[config.mk]
export PLATFORM = sky130hd
export DESIGN_NAME = rr_code_encoder
export DESIGN_NICKNAME = d
export VERILOG_FILES = /design/src/rtl/rr_enc_pkg.sv /design/src/rtl/rr_pick.sv /design/src/rtl/rr_code_encoder.sv
export SDC_FILE = /design/constraint.sdc
export NUM_CORES = 1
export LEC_CHECK = 0
export CORE_AREA = 2 2 39 41
export DETAILED_ROUTE_END_ITERATION = 7
export DIE_AREA = 0 0 41 43
export DONT_BUFFER_PORTS = 1
export GPL_TIMING_DRIVEN = 0
export PLACE_DENSITY = 0.55
export SETUP_SLACK_MARGIN = 0.1
export SYNTH_ARGS = -nofsm -noshare
export SYNTH_HDL_FRONTEND = slang
export SYNTH_HIERARCHICAL = 1
export SYNTH_SLANG_ARGS = --single-unit
[constraint.sdc]
create_clock -name clk -period 2.7 [get_ports clk]
set_input_delay 0 -clock clk [delete_from_list [all_inputs] [get_ports clk]]
set_output_delay 0 -clock clk [all_outputs]
set_load 0.05 [all_outputs]
[src/rtl/rr_enc_pkg.sv]
// Shared types and helpers for the round-robin code encoder.
// The one-hot bit mapping here matches the 2-to-4 decoder: code c drives bit INWID-1-c.
package rr_enc_pkg;

  localparam int CODEWID = 2;
  localparam int INWID   = 2 ** CODEWID;

  typedef enum logic {
    IDLE = 1'b0,
    HOLD = 1'b1
  } enc_state_t;

  function automatic logic [INWID-1:0] code2onehot(input logic [CODEWID-1:0] c);
    logic [INWID-1:0] onehot;
    onehot = '0;
    onehot[INWID-1-int'(c)] = 1'b1;
    return onehot;
  endfunction

endpackage

[src/rtl/rr_pick.sv]
// Combinational rotating-priority picker: first requesting code after `last`, with wrap.
// Requests are rotated into search order, the lowest set bit is found, and the offset is rotated back.
module rr_pick
  import rr_enc_pkg::*;
#(
  parameter int CODEWID = 2,
  parameter int INWID   = 4
) (
  input  logic [INWID-1:0]   req,
  input  logic [CODEWID-1:0] last,
  output logic [CODEWID-1:0] pick,
  output logic               any
);

  logic [INWID-1:0]   by_code;
  logic [INWID-1:0]   rot;
  logic [CODEWID-1:0] offset;

  // rot[i] is the request for code last+1+i; CODEWID-bit addition gives the wrap for free
  generate
    for (genvar gi = 0; gi < INWID; gi++) begin : g_rot
      logic [CODEWID-1:0] src;
      assign by_code[gi] = req[INWID-1-gi];
      assign src         = last + CODEWID'(gi + 1);
      assign rot[gi]     = by_code[src];
    end
  endgenerate

  always_comb begin
    offset = '0;
    for (int i = INWID - 1; i >= 0; i--) begin
      if (rot[i]) offset = CODEWID'(i);
    end
    pick = last + CODEWID'(1) + offset;
    any  = |req;
  end

endmodule

[src/rtl/rr_code_encoder.sv]
// Round-robin request encoder with valid/ack handshake; inverse of the 2-to-4 one-hot decoder.
// Holds code/grant until acked, and re-arbitrates on the acking edge so streams have no bubble.
module rr_code_encoder
  import rr_enc_pkg::*;
#(
  parameter int CODEWID = 2,
  parameter int INWID   = 4
) (
  input  logic               clk,
  input  logic               rst_n,
  input  logic               En,
  input  logic [INWID-1:0]   req,
  input  logic               ack,
  output logic [CODEWID-1:0] code,
  output logic               valid,
  output logic [INWID-1:0]   grant
);

  enc_state_t         state_reg, state_next;
  logic [CODEWID-1:0] code_reg, code_next;
  logic [INWID-1:0]   grant_reg, grant_next;
  logic [CODEWID-1:0] last_reg, last_next;
  logic [CODEWID-1:0] search_last;
  logic [CODEWID-1:0] pick;
  logic               any;

  // An ack in HOLD retires the current code, so the same-edge search must start after it
  assign search_last = (state_reg == HOLD && ack) ? code_reg : last_reg;

  rr_pick #(
    .CODEWID(CODEWID),
    .INWID  (INWID)
  ) u_pick (
    .req (req),
    .last(search_last),
    .pick(pick),
    .any (any)
  );

  always_comb begin
    state_next = state_reg;
    code_next  = code_reg;
    grant_next = grant_reg;
    last_next  = last_reg;
    case (state_reg)
      IDLE: begin
        if (En && any) begin
          state_next = HOLD;
          code_next  = pick;
          grant_next = code2onehot(pick);
        end
      end
      HOLD: begin
        if (ack) begin
          last_next = code_reg;
          if (En && any) begin
            code_next  = pick;
            grant_next = code2onehot(pick);
          end else begin
            state_next = IDLE;
            code_next  = '0;
            grant_next = '0;
          end
        end
      end
      default: begin
        state_next = IDLE;
        code_next  = '0;
        grant_next = '0;
      end
    endcase
  end

  always_ff @(posedge clk) begin
    if (!rst_n) begin
      state_reg <= IDLE;
      code_reg  <= '0;
      grant_reg <= '0;
      last_reg  <= CODEWID'(INWID - 1);
    end else begin
      state_reg <= state_next;
      code_reg  <= code_next;
      grant_reg <= grant_next;
      last_reg  <= last_next;
    end
  end

  assign code  = code_reg;
  assign grant = grant_reg;
  assign valid = (state_reg == HOLD);

endmodule

==> impl_metrics.csv, run 1 <==
group,metric,value,unit
run_status,status,"finished clean",
detailed_routing,drt-met1-wl,502,microns
global_routing,grt_max_degree,8,
detailed_routing,vias,467,
logic_synthesis,synthDistinctLibCells,28,
sta,maxSlewViolCount,0,
detailed_routing,dr_wl_met3,90,microns
layout,finalNonFillerCells,82,
sta,min_period,2.56,ns
detailed_routing,highest_layer,"met4",
sta,max_freq,390,MHz
detailed_routing,ant_nets,0,
pwr,leakagePower,0.293,nW
cts,clkSinkCount,9,
worst_setup_path,crit_fanout,4,
cts,cts_root_buffer,"clkbuf_4",
detailed_routing,viasPerCell,5.70,
worst_setup_path,r2r_slack,0.14,ns
logic_synthesis,synth_largest_area_cell,"dfxtp_1",
floorplan,dieArea,0.00176,sq mm
placed_design,gp_congestion,0.629,
layout,fin_util,48.9,%
logic_synthesis,yosys_warnings,6,
logic_synthesis,postSynthCellCount,56,
sta,maxSlewHeadroom,64.2,%
floorplan,start_util,38.7,%
cts,htree_levels,1,
worst_setup_path,arrival,2.72,ns
detailed_routing,drc,0,
layout,synthToLayoutAreaGrowth,26.4,%
logic_synthesis,synthesis.nets,65,
logic_synthesis,synth_seq_cells,9,
sta,hold_viol_final,0,
min_path,hp-class,"in -> reg",
cts,cts.reportedPaths.clkPinSlew,0.06,ns
worst_setup_path,worst_ep_required_time,2.86,ns
floorplan,fp-row-count,14,
global_routing,grt_overflow,0,
pwr,ir_drop,0.322,mV
cts,clock_latency,0.27,ns
logic_synthesis,synth_area_leaders,"dfxtp_1, a32o_1, mux2_4, xnor2_1, a22o_1",
worst_setup_path,endpoint_kind,"flip-flop",
layout,nets,76,
sta,clock_skew,0.00713,ns
floorplan,core,0.00138,sq mm
worst_setup_path,crit_chain,"nand2_4 > mux2_4 > nand2b_4 > a21oi_2 > o21ai_1 > o21a_1 > ha_2 > xnor2_2 > xnor2_1 > xnor2_1 > buf_4 > and3_4 > a22o_1",
worst_setup_path,path_common_cell,"xnor2_1",
worst_setup_path,critPathSlowestCell,"dfxtp_4",
layout,largest_reg_flops,4,
global_routing,antenna_found_initial,0,
detailed_routing,drt-total-wl,1.18,mm
worst_setup_path,critical_path_class,"reg -> reg",
floorplan,boundaryPins,15,
layout,final_cell_mix,"dfxtp_1, inv_1, nor2_1, a32o_1",
cts,cts_tree,"yes",
global_routing,grt_pass1_vias,484,
floorplan,die_w,41,microns
worst_setup_path,worst_path_largest_cell_delay,0.46,ns
detailed_routing,drtIter0Drc,2,
detailed_routing,dr_wl_met2,575,microns
sta,grt_setup_unrepaired,"true",
logic_synthesis,syn-cell-area,536,sq um
floorplan,die_height,43,microns
global_routing,grt_pass1_wl,1.86,mm
sta,setup-violations-final,0,
flow_run,drv_cap,0,
worst_setup_path,startpoint_type,"flip-flop",
sta,worst_slew_pin_slew,0.537,ns
placed_design,placed_cells_incl_taps,72,
placed_design,portBuffers,0,
sta,period_share,94.9,%
cts,cts_buffers,3,
detailed_routing,first_pass_iters,2,
layout,diodes,0,
sta,finalSetupTns,0,ns
logic_synthesis,avgSynthCellArea,9.56,sq um
pwr,p_per_area,642,mW/mm^2
placed_design,place_hpwl,807,microns
cts,clock_path_buffers,2,
global_routing,grt.total_usage,15.7,%
logic_synthesis,yosysSeqAreaShare,33.6,%
logic_synthesis,synth.top_cell.area_share,33.6,%
layout,final_common_cell,"dfxtp_1",
pwr,total_power,0.435,mW
detailed_routing,wire_per_inst,14.4,microns
layout,drive_above_1_share,33.3,%
[cell families (layout without fill, tap and decap cells)]
kind of cell,Yosys count,count (layout),share of synthesized area [%]
AND/OR/NAND/NOR,20,20,22.2
AO/OA/AOI/OAI,17,17,28.5
flip-flops,9,9,33.6
buffers and inverters,4,14,2.80
XOR/XNOR,3,3,4.91
multiplexers,2,2,5.61
adder cells (fa/ha/maj),1,1,2.34
[path summary, 6_finish.rpt]
| kind | from | to | depth (start not counted) |
|---|---|---|---|
| setup / recovery | valid | grant[0] | 13 |
| hold / removal | rst_n | grant[2] | 2 |
| setup reg to reg | valid | grant[0] | 13 |
| hold reg to reg | last_reg[0] | last_reg[0] | 2 |
[cell usage after synthesis]
library cell and n:
nor3b_2 1, nor2b_1 2, inv_1 4, mux2_4 2
o21a_1 1, and3b_2 1, nor2_1 4, o211a_1 1
a32o_1 4, and3_1 2, dfxtp_1 9, nand2_1 3
and3b_1 1, nor3_1 1, nand2_2 1, a22o_1 2
xnor2_1 3, o211ai_2 1, o221ai_1 1, nand2b_1 2
a2bb2oi_1 1, or2_1 2, o21ai_0 1, ha_1 1
a21oi_1 2, a211oi_2 1, a211oi_1 1, o31ai_2 1
[power breakdown]
group	switching [mW]	total [mW]	internal, mW
logic	0.0550	0.125	0.0704
clock network	0.0476	0.105	0.0570
registers	0.0559	0.204	0.149
total	0.159	0.435	0.276
[metrics by stage]
stage | setup WS, ns | instance area (sq um) | hold slack, ns
after floorplan | 0.135 | 539 | 0.146
after global placement | -0.0476 | 559 | 0.164
after detailed placement | -0.0511 | 559 | 0.171
after CTS | 0.116 | 662 | 0.00529
after global routing | 0.0231 | 677 | 0.0349
final | 0.137 | 677 | 0.0103
[cell type report]
| cell class | count | area, sq um |
|---|---|---|
| Clock buffer | 4 | 26.3 |
| Multi-Input combinational cell | 43 | 378 |
| Inverter | 4 | 15.0 |
| Tap cell | 16 | 20.0 |
| Sequential cell | 9 | 185 |
| Fill cell | 141 | 707 |
| Timing Repair Buffer | 6 | 52.6 |
[routing by layer]
metal,up-vias,global-route usage (%)
met5,-,0
met4,0,10.0
met3,2,5.76
met2,14,23.1
met1,217,18.3
li1,234,-
[critical path, delay by kind of cell, from the launching register on]
family / cells / cell delay, ns
AOI/OAI and AO/OA: 4 / 0.55
adders and majority gates: 1 / 0.18
muxes: 1 / 0.33
and+or+nand+nor: 3 / 0.37
xor gates and xnor gates: 3 / 0.41
DFF: 1 / 0.46
buffers and inverters: 1 / 0.16
[timing repair]
item                       4_1_cts  5_1_grt
gates resized for setup          6        3
hold buffers                     3        0
setup buffers                    3        0
pin swaps                        2        1
setup endpoints to repair        2        5
hold endpoints to repair         6        0
No activity file was read; power rests on OpenSTA's default activity.
==> run 2: changes to the inputs <==
--- a/config.mk
+++ b/config.mk
@@ -5,12 +5,13 @@
 export SDC_FILE = /design/constraint.sdc
 export NUM_CORES = 1
 export LEC_CHECK = 0
-export CORE_AREA = 2 2 39 41
+export ABC_AREA = 1
+export CORE_AREA = 2 2 40 42
 export DETAILED_ROUTE_END_ITERATION = 7
-export DIE_AREA = 0 0 41 43
+export DIE_AREA = 0 0 42 44
 export DONT_BUFFER_PORTS = 1
 export GPL_TIMING_DRIVEN = 0
-export PLACE_DENSITY = 0.55
+export PLACE_DENSITY = 0.61
 export SETUP_SLACK_MARGIN = 0.1
 export SYNTH_ARGS = -nofsm -noshare
 export SYNTH_HDL_FRONTEND = slang
==> run 2 against run 1 <==
Against the previous run: clock-buffer cell count is the same; setup slack lost 0.032 ns; flip-flop and latch count is the same; clock skew grew 0.00097 ns; synthesized cell count grew 91%; first-iteration DRC count grew to 8.5 times the previous value; wire length grew 59%; hold slack gained 0.21 ns; sequential share of layout area shrank 7.6 points; sequential power is essentially flat; fmax shrank 1.2%; critical path type unchanged; critical endpoint is now grant[1].
==> impl_metrics.csv, run 2 <==
group,metric,value,unit
floorplan,die_w,42,microns
min_path,hp-start,"req[3]",
sta,maxSlewHeadroom,65.7,%
detailed_routing,first_pass_iters,4,
logic_synthesis,synth.top_cell.area_share,27.4,%
logic_synthesis,synthesis.nets,116,
logic_synthesis,synth_ff_type,"dfxtp_1",
layout,drive_above_1_share,44.8,%
worst_setup_path,worst_path_largest_cell_delay,0.50,ns
cts,htree_levels,1,
layout,multi_input_area,531,sq um
logic_synthesis,synthDistinctLibCells,16,
sta,setup-violations-final,0,
layout,diodes,0,
placed_design,portBuffers,0,
pwr,swShare,44.4,%
sta,clock_skew,0.00810,ns
floorplan,die_height,44,microns
worst_setup_path,endpoint_kind,"flip-flop",
worst_setup_path,startpoint,"valid",
cts,clkSinkCount,9,
cts,cts_buffers,3,
worst_setup_path,crit_fanout,6,
sta,maxSlewViolCount,0,
pwr,p_per_area,559,mW/mm^2
layout,largest_reg_flops,4,
placed_design,gp_congestion,0.832,
sta,min_period,2.59,ns
logic_synthesis,yosysSeqAreaShare,27.4,%
logic_synthesis,synth-async-reset-ratio,0,%
cts,cts_root_buffer,"clkbuf_4",
sta,period_share,96.1,%
logic_synthesis,avgSynthCellArea,6.14,sq um
cts,cts.reportedPaths.clkPinSlew,0.06,ns
worst_setup_path,worst_ep_required_time,2.89,ns
pwr,p_seq_share,38.2,%
cts,clock_path_buffers,2,
layout,register_area,191,sq um
worst_setup_path,reg2reg_to,"grant[1]",
worst_setup_path,path_common_cell,"nand2_2",
floorplan,start_util,46.3,%
worst_setup_path,r2r-start,"valid",
layout,final_common_cell,"nand2_2",
detailed_routing,ant_nets,0,
pwr,switching_power,0.241,mW
placed_design,placed_cells_incl_taps,123,
worst_setup_path,arrival,2.79,ns
detailed_routing,wire_per_inst,13.3,microns
global_routing,grt.total_usage,17.0,%
layout,synthToLayoutAreaGrowth,47.8,%
detailed_routing,vias,762,
floorplan,core,0.00142,sq mm
pwr,leakagePower,0.471,nW
worst_setup_path,startpoint_type,"flip-flop",
logic_synthesis,syn-cell-area,657,sq um
detailed_routing,viasPerCell,5.40,
sta,worst_slew_pin_slew,0.514,ns
worst_setup_path,critical-path-top-delay-family,"simple AND/OR/NAND/NOR gates",
pwr,p_int,0.302,mW
worst_setup_path,cp.depth,18,
sta,whs,0.222,ns
pwr,power_frac_comb,42.6,%
worst_setup_path,r2r_slack,0.11,ns
detailed_routing,drt-total-wl,1.87,mm
logic_synthesis,synth_seq_cells,9,
logic_synthesis,postSynthCellCount,107,
detailed_routing,drtIter0Drc,17,
worst_setup_path,crit_chain,"nand2_4 > nand2_2 > nand2_2 > inv_2 > nand2_1 > nand2_4 > nand2_2 > nand2_2 > nand3_2 > a21oi_2 > ha_2 > xor2_2 > nand3_1 > nand2_2 > inv_2 > nor2_1 > o211ai_1 > a21oi_1",
pwr,ir_drop,0.403,mV
global_routing,grt_pass1_wl,2.42,mm
global_routing,grt_max_degree,10,
layout,final_cell_mix,"nand2_2, nand2_1, nand3_1",
run_status,status,"finished clean",
sta,grt_setup_unrepaired,"true",
global_routing,grt_pass1_vias,622,
detailed_routing,drc,0,
worst_setup_path,crit_end,"grant[1]",
worst_setup_path,critical_path_class,"reg -> reg",
floorplan,fp-row-count,14,
logic_synthesis,synth_most_common_cell,"nand2_1",
logic_synthesis,yosys-top-cells-count,"nand2_1, nand3_1, inv_1",
worst_setup_path,critPathSlowestCell,"dfxtp_4",
min_path,hp-class,"in -> reg",
logic_synthesis,yosys_warnings,6,
logic_synthesis,synth_largest_area_cell,"dfxtp_1",
sta,finalSetupTns,0,ns
cts,cts_tree,"yes",
pwr,power_frac_clock,19.2,%
logic_synthesis,synth_area_leaders,"dfxtp_1, nand2_1, nand3_1, inv_1, nand2_2",
global_routing,antenna_found_initial,0,
floorplan,boundaryPins,15,
worst_setup_path,worst-path-buf-inv,2,
layout,nets,135,
layout,final.fill_count,116,
placed_design,place_hpwl,1.05,mm
sta,hold_viol_final,0,
worst_setup_path,rr_worst_depth,18,
flow_run,drv_cap,0,
cts,clock_latency,0.27,ns
logic_synthesis,synth-edff-count,0,
global_routing,grt_overflow,0,
layout,finalNonFillerCells,141,
sta,max_freq,385,MHz
floorplan,dieArea,0.00185,sq mm
-- run 2: cell count changes after synthesis, sizes merged, moves of 3 or more --
cell	before	now
xnor2	3	0
a21oi	2	8
inv	4	15
a32o	4	0
nand2	4	47
nand3	0	18
-- run 2: worst min-delay path: cells and delay by family --
kind / cells / cell delay, ns
and+or+nand+nor: 2 / 0.27
AOI/OAI and AO/OA: 1 / 0.15
buffers and inverters: 1 / 0.03
-- run 2: logic make-up after synthesis --
family / count (synthesis) / synth area share [%]
XOR/XNOR: 1 / 1.33
AO/OA/AOI/OAI: 10 / 8.38
flip-flops: 9 / 27.4
buffers and inverters: 16 / 11.4
AND/OR/NAND/NOR: 70 / 49.5
adder cells (fa/ha/maj): 1 / 1.90
-- run 2: per-layer routing --
metal | wire length, microns | track usage (%) | vias to the layer above
li1 | - | - | 375
met1 | 726 | 19.2 | 358
met2 | 990 | 30.0 | 24
met3 | 102 | 2.08 | 5
met4 | 55 | 11.6 | 0
met5 | 0 | 0 | -
-- run 2: power groups by stage --
stage	Sequential (mW)	Combinational [mW]	Clock (mW)
finish	0.207	0.231	0.104
global route	0.209	0.255	0.111
CTS	0.204	0.158	0.109
detailed placement	0.206	0.151	0
global placement	0.206	0.149	0
floorplan	0.203	0.129	0
-- run 2: what timing repair did --
item,4_1_cts,5_1_grt
gates resized for setup,4,44
cloned,0,1
hold buffers,4,1
setup buffers,0,8
endpoints found under the setup margin,5,5
pin swaps,0,24
hold endpoints to repair,9,2
-- run 2: worst min-delay path by stage --
stage / to / cells past startpoint
after floorplan: last_reg[0] / 1
after global placement: last_reg[1] / 1
after detailed placement: last_reg[1] / 1
after CTS: code[0] / 3
after global routing: valid / 4
final: valid / 4
-- run 2: cell type report --
| cell class | instances | area share (%) |
|---|---|---|
| buffer | 1 | 1.16 |
| clock buffer | 4 | 2.71 |
| inverter | 15 | 7.09 |
| multi-input combinational | 82 | 54.6 |
| sequential | 9 | 19.7 |
| tap | 16 | 2.06 |
| timing repair buffer | 14 | 12.6 |
-- run 2: metrics by stage --
| stage | util, % | cell area [sq um] | setup slack, ns | power, mW |
|---|---|---|---|---|
| floorplan | - | 658 | 0.272 | 0.332 |
| global placement | 47.8 | 678 | -0.0398 | 0.354 |
| detailed placement | 47.8 | 678 | -0.100 | 0.357 |
| CTS | 53.0 | 752 | 0.102 | 0.471 |
| global route | 68.4 | 971 | -0.0788 | 0.575 |
| finish | 68.4 | 971 | 0.106 | 0.543 |
==> run 3: changes to the inputs <==
==> constraint.sdc (replaced) <==
create_clock -name clk -period 2.7 [get_ports clk]
set_input_delay 0.405 -clock clk [delete_from_list [all_inputs] [get_ports clk]]
set_output_delay 0.405 -clock clk [all_outputs]
set_load 0.05 [all_outputs]
==> run 3 against run 2 <==
Against the previous run: core utilization decreased by 6.5 points; via count decreased by 7.2%; flip-flop and latch count unchanged; register-to-register slack improved by 0.11 ns; die area unchanged; setup slack improved by 0.11 ns; combinational power decreased by 12%; sequential share of layout area increased by 2.1 points; first-iteration DRC count decreased by 18%; power decreased by 4.8%; cell count decreased by 5.0%; cell area decreased by 9.5%; largest cell class unchanged.
==> impl_metrics.csv, run 3 (synthesis results as in run 2) <==
group,metric,value,unit
pwr,power_frac_clock,20.3,%
run_status,status,"finished clean",
floorplan,die_height,44,microns
worst_setup_path,arrival,2.69,ns
global_routing,antenna_found_initial,0,
layout,nets,128,
floorplan,core,0.00142,sq mm
global_routing,grt_max_degree,10,
layout,final_common_cell,"nand2_1",
sta,clock_skew,0.00596,ns
floorplan,boundaryPins,15,
cts,cts.reportedPaths.clkPinSlew,0.06,ns
layout,largest_reg_flops,4,
placed_design,gp_congestion,0.832,
placed_design,portBuffers,0,
placed_design,place_hpwl,1.05,mm
cts,cts_buffers,3,
pwr,p_seq_share,40.3,%
sta,maxSlewHeadroom,66.1,%
global_routing,grt.total_usage,16.8,%
worst_setup_path,worst_ep_required_time,2.90,ns
flow_run,drv_cap,0,
sta,hold_viol_final,0,
cts,clkSinkCount,9,
sta,grt_setup_unrepaired,"false",
pwr,swShare,44.1,%
cts,htree_levels,1,
global_routing,grt_pass1_wl,2.37,mm
pwr,switching_power,0.228,mW
layout,final_cell_mix,"nand2_1, nand2_2, nand3_1",
pwr,power_frac_comb,39.5,%
worst_setup_path,critical_path_class,"reg -> reg",
sta,worst_slack,0.213,ns
worst_setup_path,endpoint_kind,"flip-flop",
layout,drive_above_1_share,40.7,%
global_routing,grt_pass1_vias,603,
sta,setup-violations-final,0,
floorplan,start_util,46.3,%
detailed_routing,drt-total-wl,1.73,mm
layout,final_area,878,sq um
cts,clock_latency,0.27,ns
sta,period_share,92.1,%
floorplan,dieArea,0.00185,sq mm
placed_design,placed_cells_incl_taps,123,
detailed_routing,wire_per_inst,12.9,microns
cts,clock_path_buffers,2,
global_routing,grt_overflow,0,
placed_design,placed_cell_area,678,sq um
detailed_routing,first_pass_iters,4,
floorplan,fp-row-count,14,
layout,finalNonFillerCells,134,
pwr,leakagePower,0.424,nW
sta,worst_slew_pin_slew,0.508,ns
cts,cts_tree,"yes",
pwr,p_per_area,588,mW/mm^2
floorplan,die_w,42,microns
worst_setup_path,crit_fanout,6,
pwr,ir_drop,0.403,mV
min_path,hp-class,"in -> reg",
layout,synthToLayoutAreaGrowth,33.7,%
detailed_routing,ant_nets,0,
cts,cts_root_buffer,"clkbuf_4",
sta,maxSlewViolCount,0,
placed_design,dpl_worst_slack,-0.100,ns
layout,diodes,0,
detailed_routing,viasPerCell,5.28,
sta,min_period,2.49,ns
detailed_routing,drtIter0Drc,14,
sta,max_freq,402,MHz
detailed_routing,vias,707,
pwr,p_int,0.289,mW
worst_setup_path,startpoint_type,"flip-flop",
detailed_routing,drc,0,
run 3: changes by cell type in the layout (fill, tap and decap cells not counted), moves of 2 or more:
cell	before	now
dlygate4sd3_1	5	0
buf_4	7	5
nand2_1	19	26
nand2_2	20	16
nand2_4	8	4
run 3: worst paths after layout:
kind / start / end / slack [ns] / cells past startpoint
max: valid / grant[1] / 0.21 / 19
min: rst_n / last_reg[1] / 0.22 / 1
min reg2reg: last_reg[1] / last_reg[1] / 0.48 / 2
max reg2reg: valid / grant[1] / 0.21 / 19
run 3: worst max-delay path, stage by stage, from the launching register on:
cell,delay [ns]
dfxtp_4,0.52
nand2_8,0.09
nand2_4,0.09
nand2_4,0.05
buf_6,0.13
inv_8,0.07
nand2_2,0.05
nand2_2,0.08
nand2_2,0.06
nand2_2,0.08
nand3_2,0.08
a21oi_2,0.15
ha_2,0.20
xor2_2,0.16
nand3_1,0.11
nand2_2,0.12
inv_2,0.04
nor2_1,0.10
o211ai_1,0.10
a21oi_1,0.15
run 3: power by group through the flow:
stage          registers (mW)  clock network [mW]  logic [mW]
3_5_place_dp            0.206                   0       0.151
6_report                0.208               0.105       0.204
2_1_floorplan           0.203                   0       0.129
5_1_grt                 0.210               0.113       0.227
4_1_cts                 0.204               0.109       0.152
3_3_place_gp            0.206                   0       0.149
run 3: metal layers:
metal	routed length, microns	up-vias	global-route usage (%)	part of all wire, %
met2	884	20	29.4	51
li1	-	361	-	-
met5	0	-	0	0
met1	682	319	18.7	40
met4	70	0	11.6	4.1
met3	89	7	2.50	5.2
run 3: through the flow:
stage	hold slack (ns)	util (%)	setup TNS [ns]	total power, mW
after detailed placement	0.443	47.8	-0.169	0.357
after CTS	0.216	50.2	0	0.465
after floorplan	0.424	-	0	0.332
after global placement	0.434	47.8	-0.0398	0.354
after global routing	0.215	61.9	0	0.550
final	0.220	61.9	0	0.516
run 3: final cells by class:
| class | count | area [sq um] |
|---|---|---|
| Inverter | 15 | 63.8 |
| Buffer | 1 | 11.3 |
| Multi-Input combinational cell | 82 | 512 |
| Clock buffer | 4 | 26.3 |
| Fill cell | 122 | 541 |
| Timing Repair Buffer | 7 | 53.8 |
| Sequential cell | 9 | 191 |
| Tap cell | 16 | 20.0 |
run 3: timing repair:
action / in CTS / in global routing
gates resized for setup: 4 / 34
pin swaps: 0 / 20
buffers inserted: 0 / 6
setup endpoints to repair: 5 / 5
gates cloned: 0 / 1
hold buffers: 0 / 0
